<file path="src/rtl/wb_arbiter_if.sv">
// Write-back arbiter bus: ALU results, load issue/response handshakes,
// decode-stage hazard query and the register-file write port.
interface wb_arbiter_if #(
    parameter int WIDTH = 32
);
    logic             alu_valid;
    logic [4:0]       alu_rd;
    logic [WIDTH-1:0] alu_data;
    logic             ld_issue;
    logic [4:0]       ld_issue_rd;
    logic             ld_issue_ready;
    logic             ld_resp_valid;
    logic [WIDTH-1:0] ld_resp_data;
    logic             ld_resp_ready;
    logic [4:0]       chk_rs1;
    logic [4:0]       chk_rs2;
    logic [4:0]       chk_rd;
    logic             hazard;
    logic [4:0]       writereg;
    logic [WIDTH-1:0] data;
    logic             writeEn;
    logic             err;

    // Pipeline side: drives results, loads and decode indices.
    modport master (
        output alu_valid, alu_rd, alu_data,
        output ld_issue, ld_issue_rd, ld_resp_valid, ld_resp_data,
        output chk_rs1, chk_rs2, chk_rd,
        input  ld_issue_ready, ld_resp_ready, hazard,
        input  writereg, data, writeEn, err
    );

    // Arbiter side.
    modport slave (
        input  alu_valid, alu_rd, alu_data,
        input  ld_issue, ld_issue_rd, ld_resp_valid, ld_resp_data,
        input  chk_rs1, chk_rs2, chk_rd,
        output ld_issue_ready, ld_resp_ready, hazard,
        output writereg, data, writeEn, err
    );
endinterface

</file>
<file path="src/rtl/wb_arbiter.sv">
// Write-back arbiter: merges ALU results and in-order load responses onto
// the single register-file write port, buffers displaced load data and
// tracks outstanding load destinations for decode hazard detection.
module wb_arbiter #(
    parameter int WIDTH = 32,
    parameter int DEPTH = 2
) (
    input logic         clk,
    input logic         rst,
    wb_arbiter_if.slave wb
);
    localparam int AW = (DEPTH > 1) ? $clog2(DEPTH) : 1;
    localparam int CW = AW + 1;
    localparam logic [CW-1:0] FULL = CW'(DEPTH);

    // Tag queue (load destinations) and data buffer (early load responses).
    logic [4:0]       tag_mem_q [DEPTH];
    logic [WIDTH-1:0] buf_mem_q [DEPTH];
    logic [AW-1:0]    tag_rp_q, tag_rp_d, tag_wp_q, tag_wp_d;
    logic [AW-1:0]    buf_rp_q, buf_rp_d, buf_wp_q, buf_wp_d;
    logic [CW-1:0]    tag_cnt_q, tag_cnt_d, buf_cnt_q, buf_cnt_d;
    logic [31:0]      pend_q, pend_d;
    logic             err_q, err_d;
    logic [4:0]       wreg_q, wreg_d;
    logic [WIDTH-1:0] wdata_q, wdata_d;
    logic             wen_q, wen_d;

    logic             iss_acc, rsp_hs, rsp_acc;
    logic             tag_push, tag_pop, buf_push, buf_pop;
    logic             commit;
    logic [4:0]       commit_rd;
    logic [WIDTH-1:0] commit_data;

    // Commit selection (ALU > buffered load > bypassed response) and next state.
    always_comb begin
        iss_acc     = wb.ld_issue && (tag_cnt_q < FULL);
        rsp_hs      = wb.ld_resp_valid && (buf_cnt_q < FULL);
        // A response is only meaningful if some tag is still waiting for data.
        rsp_acc     = rsp_hs && (tag_cnt_q != buf_cnt_q);
        commit      = 1'b0;
        commit_rd   = '0;
        commit_data = '0;
        tag_pop     = 1'b0;
        buf_pop     = 1'b0;
        buf_push    = 1'b0;
        tag_push    = iss_acc;

        if (wb.alu_valid) begin
            commit      = 1'b1;
            commit_rd   = wb.alu_rd;
            commit_data = wb.alu_data;
            buf_push    = rsp_acc;
        end else if (buf_cnt_q != '0) begin
            commit      = 1'b1;
            commit_rd   = tag_mem_q[tag_rp_q];
            commit_data = buf_mem_q[buf_rp_q];
            tag_pop     = 1'b1;
            buf_pop     = 1'b1;
            buf_push    = rsp_acc;
        end else if (rsp_acc) begin
            commit      = 1'b1;
            commit_rd   = tag_mem_q[tag_rp_q];
            commit_data = wb.ld_resp_data;
            tag_pop     = 1'b1;
        end

        tag_cnt_d = tag_cnt_q + CW'(tag_push) - CW'(tag_pop);
        buf_cnt_d = buf_cnt_q + CW'(buf_push) - CW'(buf_pop);
        tag_wp_d  = tag_wp_q + AW'(tag_push);
        tag_rp_d  = tag_rp_q + AW'(tag_pop);
        buf_wp_d  = buf_wp_q + AW'(buf_push);
        buf_rp_d  = buf_rp_q + AW'(buf_pop);

        // Clear on load commit first so a same-cycle re-issue to that rd wins.
        pend_d = pend_q;
        if (tag_pop) begin
            pend_d[commit_rd] = 1'b0;
        end
        if (iss_acc && (wb.ld_issue_rd != 5'd0)) begin
            pend_d[wb.ld_issue_rd] = 1'b1;
        end

        err_d   = err_q | (rsp_hs && (tag_cnt_q == buf_cnt_q));
        wen_d   = commit && (commit_rd != 5'd0);
        wreg_d  = commit ? commit_rd : wreg_q;
        wdata_d = commit ? commit_data : wdata_q;
    end

    // Control state and registered write port.
    always_ff @(posedge clk or posedge rst) begin
        if (rst) begin
            tag_rp_q  <= '0;
            tag_wp_q  <= '0;
            buf_rp_q  <= '0;
            buf_wp_q  <= '0;
            tag_cnt_q <= '0;
            buf_cnt_q <= '0;
            pend_q    <= '0;
            err_q     <= 1'b0;
            wen_q     <= 1'b0;
            wreg_q    <= '0;
            wdata_q   <= '0;
        end else begin
            tag_rp_q  <= tag_rp_d;
            tag_wp_q  <= tag_wp_d;
            buf_rp_q  <= buf_rp_d;
            buf_wp_q  <= buf_wp_d;
            tag_cnt_q <= tag_cnt_d;
            buf_cnt_q <= buf_cnt_d;
            pend_q    <= pend_d;
            err_q     <= err_d;
            wen_q     <= wen_d;
            wreg_q    <= wreg_d;
            wdata_q   <= wdata_d;
        end
    end

    // FIFO storage; contents are qualified by the counters, so no reset.
    always_ff @(posedge clk) begin
        if (tag_push) begin
            tag_mem_q[tag_wp_q] <= wb.ld_issue_rd;
        end
        if (buf_push) begin
            buf_mem_q[buf_wp_q] <= wb.ld_resp_data;
        end
    end

    assign wb.ld_issue_ready = (tag_cnt_q < FULL);
    assign wb.ld_resp_ready  = (buf_cnt_q < FULL);
    assign wb.hazard   = ((wb.chk_rs1 != 5'd0) && pend_q[wb.chk_rs1]) ||
                         ((wb.chk_rs2 != 5'd0) && pend_q[wb.chk_rs2]) ||
                         ((wb.chk_rd  != 5'd0) && pend_q[wb.chk_rd]);
    assign wb.writereg = wreg_q;
    assign wb.data     = wdata_q;
    assign wb.writeEn  = wen_q;
    assign wb.err      = err_q;
endmodule
</file>
<file path="src/flat_wrapper.sv">
// flat-port wrapper written by rule: the top's interface ports become plain ports
module wb_arbiter_flat 
#(
    parameter int WIDTH = 32,
    parameter int DEPTH = 2
)
  (clk, rst, wb_alu_valid, wb_alu_rd, wb_alu_data, wb_ld_issue, wb_ld_issue_rd, wb_ld_resp_valid, wb_ld_resp_data, wb_chk_rs1, wb_chk_rs2, wb_chk_rd, wb_ld_issue_ready, wb_ld_resp_ready, wb_hazard, wb_writereg, wb_data, wb_writeEn, wb_err);
  wb_arbiter_if #(.WIDTH(WIDTH)) wb_i ();
  input logic clk;
  input logic rst;
  input wire logic [$bits(wb_i.alu_valid)-1:0] wb_alu_valid;
  input wire logic [$bits(wb_i.alu_rd)-1:0] wb_alu_rd;
  input wire logic [$bits(wb_i.alu_data)-1:0] wb_alu_data;
  input wire logic [$bits(wb_i.ld_issue)-1:0] wb_ld_issue;
  input wire logic [$bits(wb_i.ld_issue_rd)-1:0] wb_ld_issue_rd;
  input wire logic [$bits(wb_i.ld_resp_valid)-1:0] wb_ld_resp_valid;
  input wire logic [$bits(wb_i.ld_resp_data)-1:0] wb_ld_resp_data;
  input wire logic [$bits(wb_i.chk_rs1)-1:0] wb_chk_rs1;
  input wire logic [$bits(wb_i.chk_rs2)-1:0] wb_chk_rs2;
  input wire logic [$bits(wb_i.chk_rd)-1:0] wb_chk_rd;
  output wire logic [$bits(wb_i.ld_issue_ready)-1:0] wb_ld_issue_ready;
  output wire logic [$bits(wb_i.ld_resp_ready)-1:0] wb_ld_resp_ready;
  output wire logic [$bits(wb_i.hazard)-1:0] wb_hazard;
  output wire logic [$bits(wb_i.writereg)-1:0] wb_writereg;
  output wire logic [$bits(wb_i.data)-1:0] wb_data;
  output wire logic [$bits(wb_i.writeEn)-1:0] wb_writeEn;
  output wire logic [$bits(wb_i.err)-1:0] wb_err;
  assign wb_i.alu_valid = wb_alu_valid;
  assign wb_i.alu_rd = wb_alu_rd;
  assign wb_i.alu_data = wb_alu_data;
  assign wb_i.ld_issue = wb_ld_issue;
  assign wb_i.ld_issue_rd = wb_ld_issue_rd;
  assign wb_i.ld_resp_valid = wb_ld_resp_valid;
  assign wb_i.ld_resp_data = wb_ld_resp_data;
  assign wb_i.chk_rs1 = wb_chk_rs1;
  assign wb_i.chk_rs2 = wb_chk_rs2;
  assign wb_i.chk_rd = wb_chk_rd;
  assign wb_ld_issue_ready = wb_i.ld_issue_ready;
  assign wb_ld_resp_ready = wb_i.ld_resp_ready;
  assign wb_hazard = wb_i.hazard;
  assign wb_writereg = wb_i.writereg;
  assign wb_data = wb_i.data;
  assign wb_writeEn = wb_i.writeEn;
  assign wb_err = wb_i.err;
  wb_arbiter #(.WIDTH(WIDTH), .DEPTH(DEPTH)) u_core (.clk(clk), .rst(rst), .wb(wb_i));
endmodule
</file>
<file path="config.mk">
export PLATFORM = sky130hd
export DESIGN_NAME = wb_arbiter_flat
export DESIGN_NICKNAME = d
export VERILOG_FILES = /design/src/rtl/wb_arbiter_if.sv /design/src/rtl/wb_arbiter.sv /design/src/flat_wrapper.sv
export SDC_FILE = /design/constraint.sdc
export NUM_CORES = 1
export LEC_CHECK = 0
export CORE_UTILIZATION = 40
export CTS_CLUSTER_SIZE = 14
export DETAILED_ROUTE_END_ITERATION = 10
export PLACE_DENSITY = 0.62
export SLEW_MARGIN = 20
export SYNTH_ARGS = -nofsm -noshare
export SYNTH_HDL_FRONTEND = slang
export SYNTH_SLANG_ARGS = --single-unit
</file>
<file path="constraint.sdc">
create_clock -name clk -period 2.95 [get_ports clk]
set_input_delay 0.295 -clock clk [delete_from_list [all_inputs] [get_ports clk]]
set_output_delay 0.295 -clock clk [all_outputs]
set_load 0.03 [all_outputs]
</file>
==> Word-level counts from Yosys, hierarchy flattened <==
Memory sizes are Yosys's and may differ from the RTL's.
Cells that the tools add are included.
Widths: inputs -> output; s select.
{ "word_totals": {"wordCells": 85, "inputBits": 94, "ff_bits": 79, "rom_bits": 0, "mem_count": 2, "ramBits": 74, "latchBits": 0} }
{ "mem_list": {"columns": ["name", "words", "width", "rd", "rd_clocked_by_memory_dff", "wr", "line", "source"], "rows": [
  ["u_core.buf_mem_q", 2, 32, 1, 0, 1, "wb_arbiter.sv:18", "logic [WIDTH-1:0] buf_mem_q [DEPTH];"],
  ["u_core.tag_mem_q", 2, 5, 1, 0, 1, "wb_arbiter.sv:17", "logic [4:0] tag_mem_q [DEPTH];"]
]} }
{ "op_classes": {"mul": 0, "div": 0, "n_lt_le_gt_ge": 9, "n_eq_ne": 2, "bitwise": 4, "n_addsub": 8, "muxes": 30, "n_shift": 0, "n_reduce_logical": 19} }
{ "ops": {"columns": ["cell", "count"], "rows": [
  ["$mux 32", 5],
  ["$and 32x32->32", 1],
  ["$not 32->32", 1],
  ["$or 32x32->32", 1],
  ["$lt 5x6->1 const B", 5],
  ["$reduce_bool 5->1", 5],
  ["$mux 1", 17],
  ["$bmux 1 s5", 3],
  ["$mux 5", 3],
  ["$logic_and 1x1->1", 11],
  ["$demux 1 s5", 2],
  ["$ge 5x1->1 const B", 2],
  ["$add 1x1->1", 4],
  ["$add 2x1->2", 2],
  ["$lt 2x2->1 const B", 2],
  ["$sub 2x1->2", 2],
  ["$eq 2x2->1", 1],
  ["$logic_or 1x1->1", 2],
  ["$ne 2x2->1", 1],
  ["$reduce_bool 2->1", 1],
  ["$or 1x1->1", 1]
]} }

==> Longest topological paths before layout <==
Gate-level depths: netlist of run 1.
{ "logic_depth": {"depth_word": 15, "ltp_mapped": 8, "ltp_nobuf": 8} }

==> Worst setup path after synthesis of run 1 <==
Ideal clock, no wire load.
{ "synth_path": {"kind": "input to register", "startpoint": "in wb_alu_valid", "endpoint": "mem u_core.buf_mem_q[1][0], enable pin", "path_slack_ps": 253, "required_time_ps": 2558, "arrival_ps": 2305, "stages": 5, "path_cell_list": "clkbuf_1 > buf_1 > nor2_1 > nor4b_1 > ha_1"} }
{ "synth_between": {"elab_chain_cells": 3} }
{ "synth_lines": {"columns": ["item", "line", "source"], "rows": [
  ["start: declaration", "flat_wrapper.sv:11", "input wire logic [$bits(wb_i.alu_valid)-1:0] wb_alu_valid;"],
  ["$mux 1", "wb_arbiter.sv:48", "if (wb.alu_valid) begin"],
  ["$mux 1", "wb_arbiter.sv:123", "if (buf_push) begin"],
  ["$mux 1 (not written as such)", "wb_arbiter.sv:124", "buf_mem_q[buf_wp_q] <= wb.ld_resp_data;"],
  ["end: declaration", "wb_arbiter.sv:18", null]
]} }
No other way between the ends.

==> Worst setup path after layout of run 1 <==
{ "layout_path": {"startpoint": "reg u_core.pend_q[23]", "endpoint": "out wb_hazard"} }
{ "layout_between": {"elab_chain_cells": 5} }
{ "layout_lines": {"columns": ["item", "line", "source"], "rows": [
  ["start: declaration", "wb_arbiter.sv:22", "logic [31:0] pend_q, pend_d;"],
  ["start signal: assignment", "wb_arbiter.sv:110", "pend_q <= pend_d;"],
  ["$bmux 1 s5, on equally long branches", "wb_arbiter.sv:130, wb_arbiter.sv:131", null],
  ["$mux 1, on equally long branches", "wb_arbiter.sv:130, wb_arbiter.sv:131", null],
  ["$logic_and 1x1->1, on equally long branches", "wb_arbiter.sv:130, wb_arbiter.sv:131", null],
  ["$logic_or 1x1->1", "wb_arbiter.sv:130", "assign wb.hazard = ((wb.chk_rs1 != 5'd0) && pend_q[wb.chk_rs1]) ||"],
  ["$logic_or 1x1->1 *", "wb_arbiter.sv:131", "((wb.chk_rs2 != 5'd0) && pend_q[wb.chk_rs2]) ||"],
  ["end: declaration", "flat_wrapper.sv:23", "output wire logic [$bits(wb_i.hazard)-1:0] wb_hazard;"]
]} }
Mark *: on every way between the ends. The rest lies on a longest branch, timed or not. The select of a mux whose other input is x is not followed.

==> impl_metrics.csv, run 1 <==
group,metric,value,unit
outcome,status,"complete, no violations",
die,die_y,137,µm
clock_network,clk_latency,0.42,ns
routing,postRouteWirelength,19900,µm
sta,finalCriticalPeriod,2.69,ns
global_routing,antenna_found_initial,0,
sta,slew_headroom,47.8,%
die,core-area,0.0175,mm²
critical_path,reg2reg_to,"u_core.buf_mem_q[0][18]$_DFFE_PP_",
global_routing,grt_usage,22.7,%
die,rows,48,
power_and_ir_drop,leakage,3.60,nW
clock_network,cts_hold_buf,0,
cells_and_area,instances_no_fill,1005,
power_and_ir_drop,power_density,916,mW/mm²
synth,synth_area_leaders,"edfxtp_1 31%, dfrtp_1 27%, mux2i_1 6.1%, o21ai_0 5.5%, mux2_2 2.8%",
critical_path,cp_num_buf_inv,1,
placement,io_buffers,135,
synth,yosys.area.top_type_share,30.7,%
critical_path,crit_chain,"mux4_2, nor2b_1, o31ai_1, nor4_1, nand4_1, dlygate4sd2_1",
sta,timing.final.crit_share,91.2,%
die,initial_core_util,41.5,%
synth,avgSynthCellArea,11.6,µm²
critical_path,setup.worst_path.start_class,"flip-flop",
global_routing,grt_pass1_wl,31300,µm
synth,synth-main-ff-cell,"dfrtp_1",
cells_and_area,drive_gt1_share,12.6,%
critical_path,critPathSlowestCell,"mux4_2",
routing,drc,0,
clock_network,clock_path_buffers,2,
critical_path,ff2ff_setup_slack,0.67,ns
synth,synthesis.nets,729,
critical_path,reg2reg_from,"u_core.buf_cnt_q[0]$_DFF_PP0_",
critical_path,reg2reg_depth,5,
synth,ys_ff_latch,152,
clock_network,numCtsBuffers,17,
sta,fin_skew,0.00813,ns
sta,clock.fmax,372,MHz
sta,worst_pin_slew,0.772,ns
critical_path,cp_data_arrival_time,2.39,ns
sta,rsz0062_at_grt,"no",
synth,syn_area,0.00725,mm²
synth,yosysSeqAreaShare,57.6,%
global_routing,grt_remaining_overflow,0,
synth,synth.distinct_cells,54,
critical_path,cp_data_required_time,2.65,ns
routing,via_count,5546,
cells_and_area,antennaDiodeCount,0,
routing,wire_per_inst,19.8,µm
synth,yosys_warnings,0,
global_routing,grt_pass1_vias,5634,
placement,placed_cells,973,
critical_path,timing.critical_path.slowest_cell_delay,0.50,ns
synth,synth_edf_count,74,
synth,synthCells,627,
sta,fin_ws,0.261,ns
power_and_ir_drop,peakVddDrop,0.491,mV
die,die_w,137,µm
cells_and_area,fin_nets,869,
routing,ant_nets,0,
clock_network,htree_levels,4,
critical_path,path_class,"reg2out",
cells_and_area,area_delta_synth_final,30.7,%
global_routing,grt_max_degree,40,
critical_path,cp_max_fo,4,
clock_network,clkSlewWorstSetupHoldPaths,0.06,ns
placement,dpl_worst_slack,0.00355,ns
clock_network,cts-root-buf,"clkbuf_16",
clock_network,cts_sinks,152,
placement,globalplace.congestion,0.885,
cells_and_area,final_common_cell,"clkdlybuf4s50_1",
clock_network,cts_tree,"built",
hold_path,hold_class,"in2async",
routing,via_per_inst,5.52,
synth,async_reset_ff_share,51.3,%
synth,yosysTopAreaCell,"edfxtp_1",
sta,hold_violations,0,
die,die_area,0.0187,mm²
placement,hpwlAfterDp,14500,µm
cells_and_area,final_core_util,54.2,%
sta,setup_viol,0,
routing,first_iter_violations,329,
critical_path,crit_path_end_kind,"output port",
routing,drt_pass1_iterations,7,
critical_path,critPathTopFamily,"simple AND/OR/NAND/NOR gates",
cells_and_area,layout_common_cells,"133 x clkdlybuf4s50_1, 80 x o21ai_0, 77 x dfrtp_1",
job,maxCapViolations,0,
die,ioPinCount,136,
sta,finalMaxSlewViolations,0,
==> flip-flops by register name, summed over array words and instances, names as in the netlist, 2 cells and up <==
register            cells
u_core.tag_cnt_q        2
u_core.wb.writereg      5
u_core.tag_mem_q       10
u_core.pend_q          31
u_core.wb.data         32
u_core.buf_cnt_q        2
u_core.buf_mem_q       64
==> cell usage after synthesis, types with 9 or more instances <==
| master | instances |
|---|---|
| a211oi_1 | 19 |
| a21oi_1 | 39 |
| buf_2 | 13 |
| clkbuf_1 | 19 |
| dfrtp_1 | 78 |
| edfxtp_1 | 74 |
| inv_1 | 15 |
| mux2_2 | 18 |
| mux2i_1 | 44 |
| mux4_2 | 9 |
| nand2_1 | 52 |
| nand3_1 | 13 |
| nor2_1 | 35 |
| o21ai_0 | 80 |
| o22ai_1 | 30 |
==> routing by layer <==
metal / wire length (µm) / part of all wire (%) / GRT usage, % / vias up
li1: - / - / - / 2626
met2: 9660 / 49 / 36.1 / 181
met5: 0 / 0 / 0 / -
met1: 8860 / 45 / 30.3 / 2719
met3: 1110 / 5.6 / 5.56 / 20
met4: 270 / 1.4 / 7.53 / 0
==> power by group <==
| part | total (mW) | internal (mW) | leakage (nW) | switching [mW] |
|---|---|---|---|---|
| sequential | 3.56 | 2.88 | 1.61 | 0.671 |
| clock | 2.05 | 1.21 | 0.263 | 0.839 |
| combinational | 3.07 | 1.38 | 1.72 | 1.69 |
==> worst max-delay path by stage <==
| stage | start | end | slack [ns] | depth (start not counted) |
|---|---|---|---|---|
| after floorplan | wb_alu_valid | u_core.buf_mem_q[1][0]$_DFFE_PP_ | 0.25 | 5 |
| after global placement | wb_chk_rs1[0] | wb_hazard | -0.03 | 7 |
| after detailed placement | wb_chk_rs1[0] | wb_hazard | 0.004 | 7 |
| after CTS | u_core.pend_q[23]$_DFF_PP0_ | wb_hazard | 0.23 | 6 |
| after global routing | u_core.pend_q[23]$_DFF_PP0_ | wb_hazard | 0.04 | 6 |
| final | u_core.pend_q[23]$_DFF_PP0_ | wb_hazard | 0.26 | 6 |
==> layout make-up <==
class | instances | area, µm²
fill | 1508 | 8000
sequential | 152 | 4180
multi-input combinational | 423 | 2850
timing repair buffer | 156 | 1540
clock buffer | 22 | 464
tap | 225 | 282
clock inverter | 10 | 96.3
inverter | 17 | 65.1
==> worst register-to-register path, stage by stage, from the launching register on <==
cell     delay [ns]
dfrtp_1        0.47
xor2_1         0.18
nor2_1         0.09
nor4b_1        0.66
ha_1           0.33
buf_12         0.23
==> per-stage QoR <==
step / setup TNS [ns] / area (µm²) / total power, mW / hold slack (ns)
5_1_grt: 0 / 9480 / 9.16 / 0.296
3_3_place_gp: -0.0299 / 8920 / 6.62 / 0.460
3_5_place_dp: 0 / 8920 / 6.68 / 0.457
6_report: 0 / 9480 / 8.68 / 0.260
4_1_cts: 0 / 9480 / 8.76 / 0.266
2_1_floorplan: 0 / 7250 / 5.36 / 0.394
==> cell families after synthesis <==
family | share of synthesized area (%)
buffers and inverters | 3.07
AO/OA/AOI/OAI | 16.1
adder cells (fa/ha/maj) | 1.38
flip-flops | 57.6
multiplexers | 11.7
AND/OR/NAND/NOR | 9.32
XOR/XNOR | 0.846
==> repair_timing <==
action                     in CTS  in global routing
gates resized for setup         1                  0
setup endpoints to repair       1                  0
setup buffers                   0                  0
Note: power is estimated with default switching activity, not from simulation.
==> inputs of run 2 (changes only) <==
--- a/config.mk
+++ b/config.mk
@@ -5,6 +5,7 @@
 export SDC_FILE = /design/constraint.sdc
 export NUM_CORES = 1
 export LEC_CHECK = 0
+export CORE_MARGIN = 1
 export CORE_UTILIZATION = 40
 export CTS_CLUSTER_SIZE = 14
 export DETAILED_ROUTE_END_ITERATION = 10
==> results of run 2 <==
No change in the layout: final DEF, timing and power equal those of run 1.
==> inputs of run 3 (changes only) <==
--- a/config.mk
+++ b/config.mk
@@ -5,7 +5,6 @@
 export SDC_FILE = /design/constraint.sdc
 export NUM_CORES = 1
 export LEC_CHECK = 0
-export CORE_MARGIN = 1
 export CORE_UTILIZATION = 40
 export CTS_CLUSTER_SIZE = 14
 export DETAILED_ROUTE_END_ITERATION = 10
==> results of run 3 <==
No change in the layout: final DEF, timing and power equal those of run 1.
